**src/rtl/cache_pkg.sv**
```systemverilog
// cache_pkg
//   Shared definitions for the cache miss path: default geometry, the refill
//   FSM state encoding and address field slicing helpers used by both the tag
//   lookup stage and the refill controller.
//   No ports (package).
package cache_pkg;

    localparam int DEF_ADDR_W  = 32;
    localparam int DEF_DATA_W  = 32;
    localparam int DEF_INDEX_W = 14;
    localparam int DEF_WAYS    = 4;
    localparam int DEF_BEATS   = 4;

    localparam int DEF_WAY_W  = $clog2(DEF_WAYS);
    localparam int DEF_BEAT_W = $clog2(DEF_BEATS);
    localparam int DEF_OFF_W  = DEF_BEAT_W + 2;
    localparam int DEF_TAG_W  = DEF_ADDR_W - DEF_INDEX_W - DEF_OFF_W;

    // Refill FSM encoding, kept as plain constants so older tools and
    // waveform scripts that decode the raw 2-bit value keep working.
    localparam logic [1:0] ST_IDLE = 2'd0;
    localparam logic [1:0] ST_REQ  = 2'd1;
    localparam logic [1:0] ST_RESP = 2'd2;
    localparam logic [1:0] ST_DONE = 2'd3;

    function automatic logic [DEF_INDEX_W-1:0] get_index(input logic [DEF_ADDR_W-1:0] addr);
        return addr[DEF_OFF_W +: DEF_INDEX_W];
    endfunction

    function automatic logic [DEF_TAG_W-1:0] get_tag(input logic [DEF_ADDR_W-1:0] addr);
        return addr[DEF_ADDR_W-1 -: DEF_TAG_W];
    endfunction

    function automatic logic [DEF_ADDR_W-1:0] line_align(input logic [DEF_ADDR_W-1:0] addr);
        return {addr[DEF_ADDR_W-1:DEF_OFF_W], {DEF_OFF_W{1'b0}}};
    endfunction

endpackage

```
**src/rtl/cache_refill_ctrl.sv**
```systemverilog
// cache_refill_ctrl
//   Blocking-cache miss handler sitting behind the tag lookup. Takes one miss
//   at a time, issues a line-aligned read to memory, forwards each returned
//   beat straight into the victim way of the data array and then pulses
//   fill_done so the lookup stage can write the tag, set valid and retry.
//   Store misses are handled as write-allocate (same refill, flag passed on).
// Ports
//   clk, rst_n                     clock, async active-low reset
//   miss_valid/ready/addr/
//   miss_is_store/miss_way         miss request from lookup
//   mem_req_valid/ready/addr       line read request to memory
//   mem_rsp_valid/data/last        returned beats (no backpressure)
//   fill_valid/index/way/beat/data data array write port
//   fill_done/tag/store            line complete notification
//   busy                           controller not idle
//   refill_cnt                     saturating count of completed refills
//   proto_err                      sticky memory protocol error
module cache_refill_ctrl
    import cache_pkg::*;
#(
    parameter int ADDR_W  = DEF_ADDR_W,
    parameter int DATA_W  = DEF_DATA_W,
    parameter int INDEX_W = DEF_INDEX_W,
    parameter int WAYS    = DEF_WAYS,
    parameter int BEATS   = DEF_BEATS,
    localparam int WAY_W  = $clog2(WAYS),
    localparam int BEAT_W = $clog2(BEATS),
    localparam int OFF_W  = BEAT_W + 2,
    localparam int TAG_W  = ADDR_W - INDEX_W - OFF_W
) (
    input  logic               clk,
    input  logic               rst_n,
    input  logic               miss_valid,
    output logic               miss_ready,
    input  logic [ADDR_W-1:0]  miss_addr,
    input  logic               miss_is_store,
    input  logic [WAY_W-1:0]   miss_way,
    output logic               mem_req_valid,
    input  logic               mem_req_ready,
    output logic [ADDR_W-1:0]  mem_req_addr,
    input  logic               mem_rsp_valid,
    input  logic [DATA_W-1:0]  mem_rsp_data,
    input  logic               mem_rsp_last,
    output logic               fill_valid,
    output logic [INDEX_W-1:0] fill_index,
    output logic [WAY_W-1:0]   fill_way,
    output logic [BEAT_W-1:0]  fill_beat,
    output logic [DATA_W-1:0]  fill_data,
    output logic               fill_done,
    output logic [TAG_W-1:0]   fill_tag,
    output logic               fill_store,
    output logic               busy,
    output logic [31:0]        refill_cnt,
    output logic               proto_err
);

    logic [1:0]              state_q;
    logic [ADDR_W-OFF_W-1:0] line_q;
    logic                    store_q;
    logic [WAY_W-1:0]        way_q;
    logic [BEAT_W-1:0]       beat_q;
    logic [31:0]             cnt_q;
    logic                    err_q;

    logic accept;
    logic rsp_fire;
    logic last_beat;
    logic unused_offset;

    assign accept    = miss_valid && (state_q == ST_IDLE);
    assign rsp_fire  = mem_rsp_valid && (state_q == ST_RESP);
    assign last_beat = (beat_q == BEAT_W'(BEATS - 1));

    // Byte offset within the line is irrelevant: the whole line is refilled.
    assign unused_offset = ^miss_addr[OFF_W-1:0];

    // Main sequencer. Line completion is decided purely by beat count;
    // mem_rsp_last is only cross-checked for the error flag.
    always_ff @(posedge clk or negedge rst_n) begin
        if (!rst_n) begin
            state_q <= ST_IDLE;
        end else begin
            case (state_q)
                ST_IDLE: if (accept)                state_q <= ST_REQ;
                ST_REQ:  if (mem_req_ready)         state_q <= ST_RESP;
                ST_RESP: if (rsp_fire && last_beat) state_q <= ST_DONE;
                ST_DONE:                            state_q <= ST_IDLE;
                default:                            state_q <= ST_IDLE;
            endcase
        end
    end

    // Miss fields are held for the whole refill so request address, fill
    // index and tag stay stable regardless of what lookup drives meanwhile.
    always_ff @(posedge clk or negedge rst_n) begin
        if (!rst_n) begin
            line_q  <= '0;
            store_q <= 1'b0;
            way_q   <= '0;
        end else if (accept) begin
            line_q  <= miss_addr[ADDR_W-1:OFF_W];
            store_q <= miss_is_store;
            way_q   <= miss_way;
        end
    end

    always_ff @(posedge clk or negedge rst_n) begin
        if (!rst_n) begin
            beat_q <= '0;
        end else if ((state_q == ST_REQ) && mem_req_ready) begin
            beat_q <= '0;
        end else if (rsp_fire) begin
            beat_q <= last_beat ? '0 : beat_q + 1'b1;
        end
    end

    always_ff @(posedge clk or negedge rst_n) begin
        if (!rst_n) begin
            cnt_q <= '0;
        end else if ((state_q == ST_DONE) && (cnt_q != 32'hFFFF_FFFF)) begin
            cnt_q <= cnt_q + 32'd1;
        end
    end

    // Sticky: a stray beat outside RESP, or a last flag that disagrees with
    // the beat count, both indicate a misbehaving memory side.
    always_ff @(posedge clk or negedge rst_n) begin
        if (!rst_n) begin
            err_q <= 1'b0;
        end else if ((mem_rsp_valid && (state_q != ST_RESP)) ||
                     (rsp_fire && (mem_rsp_last != last_beat))) begin
            err_q <= 1'b1;
        end
    end

    assign miss_ready    = (state_q == ST_IDLE) && rst_n;
    assign mem_req_valid = (state_q == ST_REQ);
    assign mem_req_addr  = {line_q, {OFF_W{1'b0}}};
    assign fill_valid    = rsp_fire;
    assign fill_index    = line_q[INDEX_W-1:0];
    assign fill_way      = way_q;
    assign fill_beat     = beat_q;
    assign fill_data     = rsp_fire ? mem_rsp_data : '0;
    assign fill_done     = (state_q == ST_DONE);
    assign fill_tag      = line_q[ADDR_W-OFF_W-1 -: TAG_W];
    assign fill_store    = store_q;
    assign busy          = (state_q != ST_IDLE);
    assign refill_cnt    = cnt_q;
    assign proto_err     = err_q;

endmodule

```
**config.mk**
```make
export PLATFORM = sky130hd
export DESIGN_NAME = cache_refill_ctrl
export DESIGN_NICKNAME = d
export VERILOG_FILES = /design/src/rtl/cache_pkg.sv /design/src/rtl/cache_refill_ctrl.sv
export SDC_FILE = /design/constraint.sdc
export NUM_CORES = 1
export LEC_CHECK = 0
export ABC_AREA = 0
export CORE_ASPECT_RATIO = 1.1
export CORE_MARGIN = 2
export CORE_UTILIZATION = 25
export CTS_BUF_LIST = sky130_fd_sc_hd__clkbuf_16
export CTS_CLUSTER_DIAMETER = 60
export DETAILED_ROUTE_END_ITERATION = 12
export GPL_ROUTABILITY_DRIVEN = 0
export RECOVER_POWER = 100
export SYNTH_ARGS = -nofsm -noshare
export SYNTH_HDL_FRONTEND = slang
export SYNTH_SLANG_ARGS = --single-unit
```
**constraint.sdc**
```tcl
create_clock -name clk -period 5.5 [get_ports clk]
set_input_delay 1.375 -clock clk [delete_from_list [all_inputs] [get_ports clk]]
set_output_delay 1.375 -clock clk [all_outputs]
set_load 0.05 [all_outputs]
```
# Word-level counts from Yosys, hierarchy flattened
# Cells that the tools add are included.
# totals
elab_cells	40
reg_bits	68
output_inout_bits	135
# op_classes
eq_ne	10
n_reduce_logical	13
muxes	8
add_sub_neg	2
# op_table
operator	count
adder 32 x 1 -> 32 bit (second input constant)	1
2-to-1 mux 32 bit	1
inequality test 32 bit (second input constant)	1
2-to-1 mux 2 bit	6
logical AND 1 bit	8
one-hot mux 2 bit (4 select lines)	1
== test 2 bit (second input constant)	3
inequality test 2 x 1 -> 1 bit (second input constant)	2
inequality test 2 bit (second input constant)	2
nonzero test 2 bit	2
AND reduction 3 bit	1
adder 2 x 1 -> 2 bit (second input constant)	1
== test 2 x 1 -> 1 bit (second input constant)	1
logical NOT 2 bit	1
logical OR 1 bit	1
inequality test 1 bit	1

# Depth between registers and ports, before layout
# depth
word_depth	5
ltp_mapped	7

# Least setup slack after synthesis
# No wires, ideal clock.
# synth_path
kind	input to output
from	in mem_rsp_valid
to	out fill_data[22]
required_time_ns	4.125
arrival_time_ns	2.049
stages	2
slack_ns	2.076
path_buffers	1
path_cell_list	clkbuf_1 > and3_1
# synth_via
elab_chain_len	2
# synth_lines
element	line	source
start, declared	cache_refill_ctrl.sv:41	input logic mem_rsp_valid,
logical AND 1 bit	cache_refill_ctrl.sv:71	assign rsp_fire = mem_rsp_valid && (state_q == ST_RESP);
2-to-1 mux 32 bit	cache_refill_ctrl.sv:143	assign fill_data = rsp_fire ? mem_rsp_data : '0;
end, declared	cache_refill_ctrl.sv:48	output logic [DATA_W-1:0] fill_data,
# No other way between the ends.

# Worst setup path after layout
# layout_path
from	in mem_rsp_valid
to	out fill_valid
# layout_via
elab_chain_len	1
# layout_lines
element	line	source
logical AND 1 bit	cache_refill_ctrl.sv:71	
end, declared	cache_refill_ctrl.sv:44	output logic fill_valid,
# No other way between the ends.

==> flow_summary.toml <==
[outcome]
status = "finished, violations left"
violations = "capacitance limit, slew limit"

[sta]
tns_ps = 0
hold_violations = 0
skew_ps = 11.2
period_share_pct = 93.4
setup_viol = 0
fin_crit_ps = 5140
relSlewSlack_pct = -18.3
drv_slew = 114
worstMarginPinSlew_ps = 1760
max_clock_freq_ghz = 0.195
rsz0062_at_grt = "no"

[worst_setup_path]
r2r_slack_ps = 2020
crit_path_max_incr_delay_ps = 1140
critPathRequiredTime_ps = 4120
cp.arrival_ps = 3760
r2r_start = "refill_cnt[14]"
reg2regPathDepth = 5
worstSetupStartpointType = "input port"
cp_num_cells = 4
crit_family = "buffers and inverters"
critPathLaunch = "mem_rsp_valid"
crit_buf_inv = 3
cp_cell_sequence = "dlygate4sd3_1 -> nand2_1 -> inv_1 -> dlygate4sd3_1"
timing.critical_path.to = "fill_valid"
critPathKind = "in2out"
cpMostUsedCell = "dlygate4sd3_1"
worstReg2RegEnd = "refill_cnt[1]"
cp-end-kind = "output port"
crit_slowest_cell = "dlygate4sd3_1"
worstPathMaxFanout = 35

[power_and_ir_drop]
ir_drop_v = 0.000310
power_density_mw_per_mm2 = 577
p_leak_uw = 0.00269
finalPower_uw = 3330

[routing]
drt_iter0_drc = 130
vias_per_cell = 4.49
via_count = 3106
wire_per_inst_um = 14.4
drc_errors = 0
firstDrtPassIters = 4
drt-total-wl_um = 9960
antenna_left = 0

[cells_and_area]
fin_nets = 579
final_util_pct = 41.9
area_growth_pct = 63.9
drive_gt1_share_pct = 10.1
mostFrequentLayoutCell = "dlygate4sd3_1"
most-common-layout-cells = "133 x dlygate4sd3_1, 68 x dfrtp_1, 65 x clkdlybuf4s50_1"
antennaDiodeCount = 0

[synthesis]
synth.top_cell.area_share_pct = 48.3
syn_area_mm2 = 0.00353
ys.warnings.count = 0
synthTopCellsByArea = "dfrtp_1 48%, mux2_2 10%, buf_4 7.0%, and3_1 6.0%, xnor2_1 4.0%"
ys_seq_elements = 68
syn-instance-count = 328
ys_types = 37
yosysSeqAreaShare_pct = 48.3
avgSynthCellArea_um2 = 10.7
yosysTopAreaCell = "dfrtp_1"

[clock_tree]
post_cts.repair.setup_buffers = 0
htreeDepth = 3
cts_sinks = 68
path_clk_slew_ps = 60
cts_tree = "done"
clk_latency_ps = 330
cts_root_buffer = "clkbuf_16"
hold_buffers = 0
ctsResizeCount = 0
clk_path_buf_depth = 2
cts_buffers = 9

[grt]
grt_overflow = 0
antenna_found_initial = 0
grtUsageTotal_pct = 13.2
grt_max_degree = 69
grt_pass1_wl_um = 15700
grt_pass1_vias = 3026

[floorplan]
start_util_pct = 25.6
core_area_mm2 = 0.0138
die_x_um = 117
dieHeight_um = 129
row_count = 45
io_pins = 208
dieArea_mm2 = 0.0151

[flow_run]
drv_cap = 3

[placement]
post-dp-hpwl_um = 7480
io_buffers = 199

[worst_hold_path]
worstHoldPathType = "reg2reg"
[layout make-up]
class	instances	area (um^2)
inverter	9	33.8
timing repair buffer	201	1990
sequential	68	1700
clock inverter	7	98.8
multi-input combinational	210	1490
clock buffer	9	225
tap	188	235
fill	1356	8020
[cells by family after synthesis]
kind of cell	after synthesis	share of synthesized area, %
AO/OA/AOI/OAI	25	4.22
buffers and inverters	53	9.19
flip-flops	68	48.3
AND/OR/NAND/NOR	114	18.5
multiplexers	34	10.8
other	1	0.106
XOR/XNOR	26	6.46
adder cells (fa/ha/maj)	7	2.48
[report_power, final]
| part | switching, uW | total (uW) | internal, uW | leakage (uW) |
|---|---|---|---|---|
| combinational | 1350 | 1950 | 596 | 0.00167 |
| sequential | 110 | 761 | 651 | 0.000863 |
| clock | 230 | 629 | 399 | 0.000156 |
[metrics by stage]
step | setup WS, ps | cells | instance area [um^2] | hold WS [ps]
finish | 363 | 692 | 5780 | 452
global route | 235 | 692 | 5780 | 486
CTS | 531 | 692 | 5810 | 463
detailed placement | 537 | 676 | 5480 | 447
global placement | 597 | 676 | 5480 | 443
floorplan | 2080 | 331 | 3540 | 528
[Yosys cell counts, drive strengths merged]
library cell	count
xor2	10
xnor2	16
ha	7
or2	1
o32a	1
nand2b	2
a21o	1
and4	2
buf	35
o22ai	1
mux2	33
clkbuf	9
and3	34
nor3	11
mux2i	1
nand3	10
nand2	22
o211ai	2
o21ai	8
or4	1
nor4	5
a41oi	1
inv	9
nand4	12
a31oi	5
dfrtp	68
or3	2
and2	3
conb	1
nor3b	2
nor2	7
a21oi	6
[how the worst min path moves through the flow]
stage	startpoint	to	slack, ps	depth (start not counted)
final	proto_err	proto_err	450	1
after global routing	proto_err	proto_err	490	1
after CTS	proto_err	proto_err	460	1
after detailed placement	proto_err	proto_err	450	1
after global placement	proto_err	proto_err	440	1
after floorplan	state_q[0]	state_q[0]	530	1
[routing by layer]
layer	global-route usage (%)	part of all wire, %	wire, um	up-vias
met1	17.1	44	4430	1505
met2	21.5	47	4710	115
met4	3.32	1.0	100	0
met3	3.77	7.2	716	9
met5	0	0	0	-
li1	-	-	-	1477
[flip-flops by register name, summed over array words and instances, names as in the netlist]
register / flops
refill_cnt: 32
line_q: 28
fill_beat: 2
fill_way: 2
state_q: 2
fill_store: 1
proto_err: 1
(Power assumes the default switching activity.)
==> patch 1 (config.mk and constraints unchanged) <==
Register the output `refill_cnt` once more, with the module's reset; this adds one clock of latency there. The other outputs are not delayed to match.
--- a/src/rtl/cache_refill_ctrl.sv
+++ b/src/rtl/cache_refill_ctrl.sv
@@ -146,5 +146,11 @@
     assign fill_store    = store_q;
     assign busy          = (state_q != ST_IDLE);
-    assign refill_cnt    = cnt_q;
+    always_ff @(posedge clk or negedge rst_n) begin
+        if (!rst_n) begin
+            refill_cnt <= '0;
+        end else begin
+            refill_cnt <= cnt_q;
+        end
+    end
     assign proto_err     = err_q;
 
Function: changed (Yosys sat finds a counterexample within 10 cycles, from zero or initial values and one cycle with rst_n low).
==> patch 1 against the unedited design <==
- first-iteration DRC count grew 32%
- sequential cell count is 32 higher
- clock power down 2%
- total power is 7.8% higher
- the flow still finishes with violations (max-capacitance violations, max-slew violations)
- setup slack got worse by 0.012 ns
- die area is 22% higher
- area after synthesis grew 23%
- global-route usage shrank 1.3 points
- design area up 14%
- largest cell class is now flip-flops and latches
- wire length increased by 11%
- utilization decreased by 3.0 points
- sequential share of layout area rose by 8.4 points
==> patch 1: results (changes against the unedited design) <==
- Outcome: finished, violations left
- Failing checks: max-capacitance violations, max-slew violations
- Top Layer Used: met4
- Slew @ Worst Pin: 2.023 ns (+0.2648 ns)
- Post-DP Area: 0.006356 mm² (+16%)
- Avg Cell Area, Syn: 12.33 µm² (+15%)
- Met3 Wirelength: 729 µm (+1.8%)
- DR WL/cell: 14.50 µm (+0.80%)
- Multiplexer share of the synthesized area: 9.051% (-1.8 points)
- Grt met3 use: 3.158% (-0.61 points)
- FF-to-FF setup slack: 2.94 ns (+0.92 ns)
- Post-Synth XOR/XNOR Area: 5.668% (-0.79 points)
- Synth cell count leaders: dfrtp_1, and3_1, buf_4, mux2_2, xnor2_1
- Layout cells sized above 1: 10.04% (-0.081 points)
- Hold_sp: cnt_q[12]$_DFFE_PN0P_
- Largest net degree at the start of global routing: 64 (-7.2%)
- Synth area leaders: dfrtp_1, mux2_2, buf_4
- Wl on met1: 4.693 mm (+6.0%)
- WP data arrival: 3.77 ns (about the same)
- Class of the most critical hold timing path: reg -> reg
- IO buf count: 199 (unchanged)
- Leak Pwr: 3.154 nW (+17%)
- Distinct cells, synth: 39 (+5.4%)
- Post-Place Cells: 746 (+10%)
- Met2 Routed Length: 5.463 mm (+16%)
- M1 GR Usage: 14.45% (-2.6 points)
- Post-synthesis sequential area ratio: 57.84% (+9.6 points)
- Max_cap viols: 2 (-1)
- Vias in the first global route: 3091 (+2.1%)
- Clk slew on worst S/H paths: 0.08 ns (+0.02 ns)
- Clk Tree Root Cell: clkbuf_16
- Fillers: 1694 (+25%)
- P_int: 1.823 mW (+11%)
- NumNets Final: 603 (+4.1%)
- Synth Area in Adders: 2.024% (-0.46 points)
- Peak supply drop: 0.2461 mV (-21%)
- Gr ovfl total: 0 (unchanged)
- Synth Area in Compound Gates: 2.313% (-1.9 points)
- GRT Total Usage: 11.80% (-1.3 points)
- Clock share of power: 17.2% (-1.7 points)
- First-pass GRT wire length: 16.88 mm (+7.8%)
- DP HPWL: 8.209 mm (+9.7%)
- DRT iter0 DRCs: 172 (+32%)
- Via count: 3211 (+3.4%)
- Start of the worst register-to-register path: state_q[0]$_DFFE_PN0P_
- Total Power: 3.595 mW (+7.8%)
- Met2 GRT Util: 20.00% (-1.5 points)
- Clock skew after layout: 0.005514 ns (-0.005708 ns)
- Final Max Tran Viols: 103 (-9.6%)
- Routed wire length: 11.05 mm (+11%)
==> patch 1: cell count changes in the layout (fill, tap and decap cells not counted), moves of 3 or more <==
cell     delta
nor4_1      -3
xnor2_1     +3
nor3_1      -4
nand2_1     -7
nor2_1      +5
o21ai_0     -7
and3_1      +3
a31oi_1     -5
dfrtp_1    +32
==> patch 1: final cells by class <==
cell class | instances | area (µm²) | area share, %
inverters | 9 | 33.78 | 0.5108
multi-input cells | 201 | 1491 | 22.55
repair buffers | 202 | 1998 | 30.21
clock inverters | 7 | 70.07 | 1.059
clock buffers | 9 | 225.2 | 3.405
well taps | 234 | 292.8 | 4.427
flip-flops and latches | 100 | 2502 | 37.84
==> patch 1: stage by stage <==
stage	hold WS, ns	setup slack (ns)
after detailed placement	0.3663	0.5181
after floorplan	0.3537	2.076
final	0.3873	0.3506
after global routing	0.4114	0.1749
after global placement	0.3650	0.5985
after CTS	0.3846	0.5182
==> patch 1: path summary, 6_finish.rpt <==
| kind | end | cells after the start |
|---|---|---|
| hold reg to reg | refill_cnt[12]$_DFF_PN0_ | 0 |
| setup reg to reg | line_q[20]$_DFFE_PN0P_ | 5 |
| hold / removal | refill_cnt[12]$_DFF_PN0_ | 0 |
| setup / recovery | fill_valid | 4 |
| max in group asynchronous | refill_cnt[11]$_DFF_PN0_ | 3 |
| min in group asynchronous | line_q[24]$_DFFE_PN0P_ | 2 |
==> patch 1: cell families (layout without fill, tap and decap cells) <==
logic type                 Yosys count  count (layout)
buffers and inverters               53             227
AOI/OAI and AO/OA                   14              14
and+or+nand+nor                    113             113
xor gates and xnor gates            28              28
muxes                               35              35
adders and majority gates            7               7
other                                1               4
DFF                                100             100
==> patch 1: worst max-delay path, cell delays in order <==
cell           delay [ns]
dlygate4sd3_1        1.13
nand2_1              0.27
inv_1                0.11
dlygate4sd3_1        0.89
==> patch 2 (same settings) <==
Without the edit above. The package constant `DEF_ADDR_W` goes from 32 to 64.
--- a/src/rtl/cache_pkg.sv
+++ b/src/rtl/cache_pkg.sv
@@ -6,5 +6,5 @@
 package cache_pkg;
 
-    localparam int DEF_ADDR_W  = 32;
+    localparam int DEF_ADDR_W  = 64;
     localparam int DEF_DATA_W  = 32;
     localparam int DEF_INDEX_W = 14;
Interface: changed (resized fill_tag, mem_req_addr and miss_addr); port bits go from 208 to 304. The function was not compared with the original's and may differ.
==> patch 2 against the unedited design <==
- the flow still finishes with violations (max-capacitance violations, max-slew violations)
- sequential cell count grew 32
- cell count rose by 29%
- area after synthesis up 40%
- synthesized cell count grew 25%
- first-iteration DRC count is 22% lower
- setup slack improved by 0.20 ns
- via count rose by 25%
- total power rose by 59%
- design area rose by 37%
- count of clock-buffer cells in the layout did not move
- wire length grew 43%
- global-route usage hardly changed
- critical endpoint is now fill_data[6]
==> patch 2: results (changes against the unedited design) <==
- Distinct cells, synth: 41 (+11%)
- Slowest stage delay, CP: 0.89 ns (-0.25 ns)
- WP data arrival: 3.57 ns (-0.19 ns)
- Synth cell count leaders: dfrtp_1, buf_4, mux2_2, and3_1, xnor2_1
- Failing checks: max-capacitance violations, max-slew violations
- Worst slew margin: -77.63% (-59 points)
- Fmax: 202.4 MHz (+4.0%)
- Final Max Tran Viols: 103 (-9.6%)
- Outcome: finished, violations left
- Max reg flops: 60 (+88%)
- FF-to-FF setup slack: 2.05 ns (+0.03 ns)
- Synth area leaders: dfrtp_1, mux2_2, buf_4
- IO buf count: 295 (+48%)
- DP HPWL: 11.24 mm (+50%)
- Mapped Cells: 409 (+25%)
- CP max FO: 20 (-43%)
- Post-synthesis sequential area ratio: 50.84% (+2.6 points)
- Routed wire length: 14.28 mm (+43%)
- Via count: 3898 (+25%)
- Post-DP Area: 0.007682 mm² (+40%)
- GRT Total Usage: 13.14% (about the same)
- Peak supply drop: 0.4132 mV (+34%)
- Layout cells sized above 1: 13.60% (+3.5 points)
- NumNets Final: 754 (+30%)
- First-pass GRT wire length: 20.98 mm (+34%)
- Max_cap viols: 2 (-1)
- Hold slack: 0.4852 ns (+0.03290 ns)
- Clock skew after layout: 0.01034 ns (-0.0008786 ns)
- Post-Place Setup Slack: 0.7159 ns (+0.1791 ns)
- DRT iter0 DRCs: 102 (-22%)
- Post-Place Cells: 878 (+30%)
- Leak Pwr: 3.605 nW (+34%)
- Largest net degree at the start of global routing: 52 (-25%)
- Fillers: 1826 (+35%)
- Final Non-Filler Cells: 894 (+29%)
- P_int: 2.417 mW (+47%)
- Synth Flop Type: dfrtp_1
## patch 2: cell types whose count changed after synthesis, moves of 7 or more
cell	delta
nand2_1	-8
buf_4	+31
o21ai_0	-7
xnor2_1	+8
nand3_1	+9
dfrtp_1	+32
nor3_1	-8
mux2_2	+31
## patch 2: kinds of logic after synthesis
kind of cell / Yosys count / synth area share, %
other cells: 1 / 0.07619
flops: 100 / 50.84
mux: 65 / 14.92
xor+xnor: 30 / 5.338
compound gates: 20 / 3.355
simple gates: 100 / 12.20
buf+inv: 86 / 11.49
fa+ha+maj: 7 / 1.779
## patch 2: layer usage
layer / up-vias / GRT usage (%) / wire [µm]
li1: 1827 / - / -
met2: 156 / 23.86 / 7437
met1: 1895 / 14.69 / 5572
met4: 0 / 3.827 / 210
met5: - / 0 / 0
met3: 20 / 4.116 / 1054
## patch 2: path summary, 6_finish.rpt
kind	from	endpoint	cells past startpoint
max	mem_rsp_valid	fill_data[6]	4
min	proto_err$_DFFE_PN0P_	proto_err$_DFFE_PN0P_	1
max reg2reg	state_q[0]$_DFFE_PN0P_	line_q[20]$_DFFE_PN0P_	5
min reg2reg	proto_err$_DFFE_PN0P_	proto_err$_DFFE_PN0P_	1
max in group asynchronous	rst_n	fill_beat[1]$_DFFE_PN0P_	3
min in group asynchronous	rst_n	line_q[6]$_DFFE_PN0P_	2
## patch 2: cell type report
class	instances	area (µm²)	share of cell area (%)
inverter	6	22.52	0.2836
clock buffer	9	225.2	2.836
multi-input combinational	226	1829	23.03
sequential	100	2502	31.51
timing repair buffer	299	2969	37.38
tap	247	309.0	3.891
clock inverter	7	85.08	1.071
## patch 2: worst register-to-register path: cells and delay by family (launching register included)
kind / cells / cell delay, ns
simple gates: 1 / 1.53
mux: 1 / 0.42
buf+inv: 2 / 0.76
fa+ha+maj: 1 / 0.23
flops: 1 / 0.40
## patch 2: power groups by stage
stage	logic, mW	clock network [mW]	registers (mW)
global placement	3.64	0	1.25
floorplan	1.80	0	2.12
detailed placement	3.66	0	1.26
finish	3.44	0.647	1.23
global route	3.60	0.706	1.27
CTS	3.66	0.673	1.25
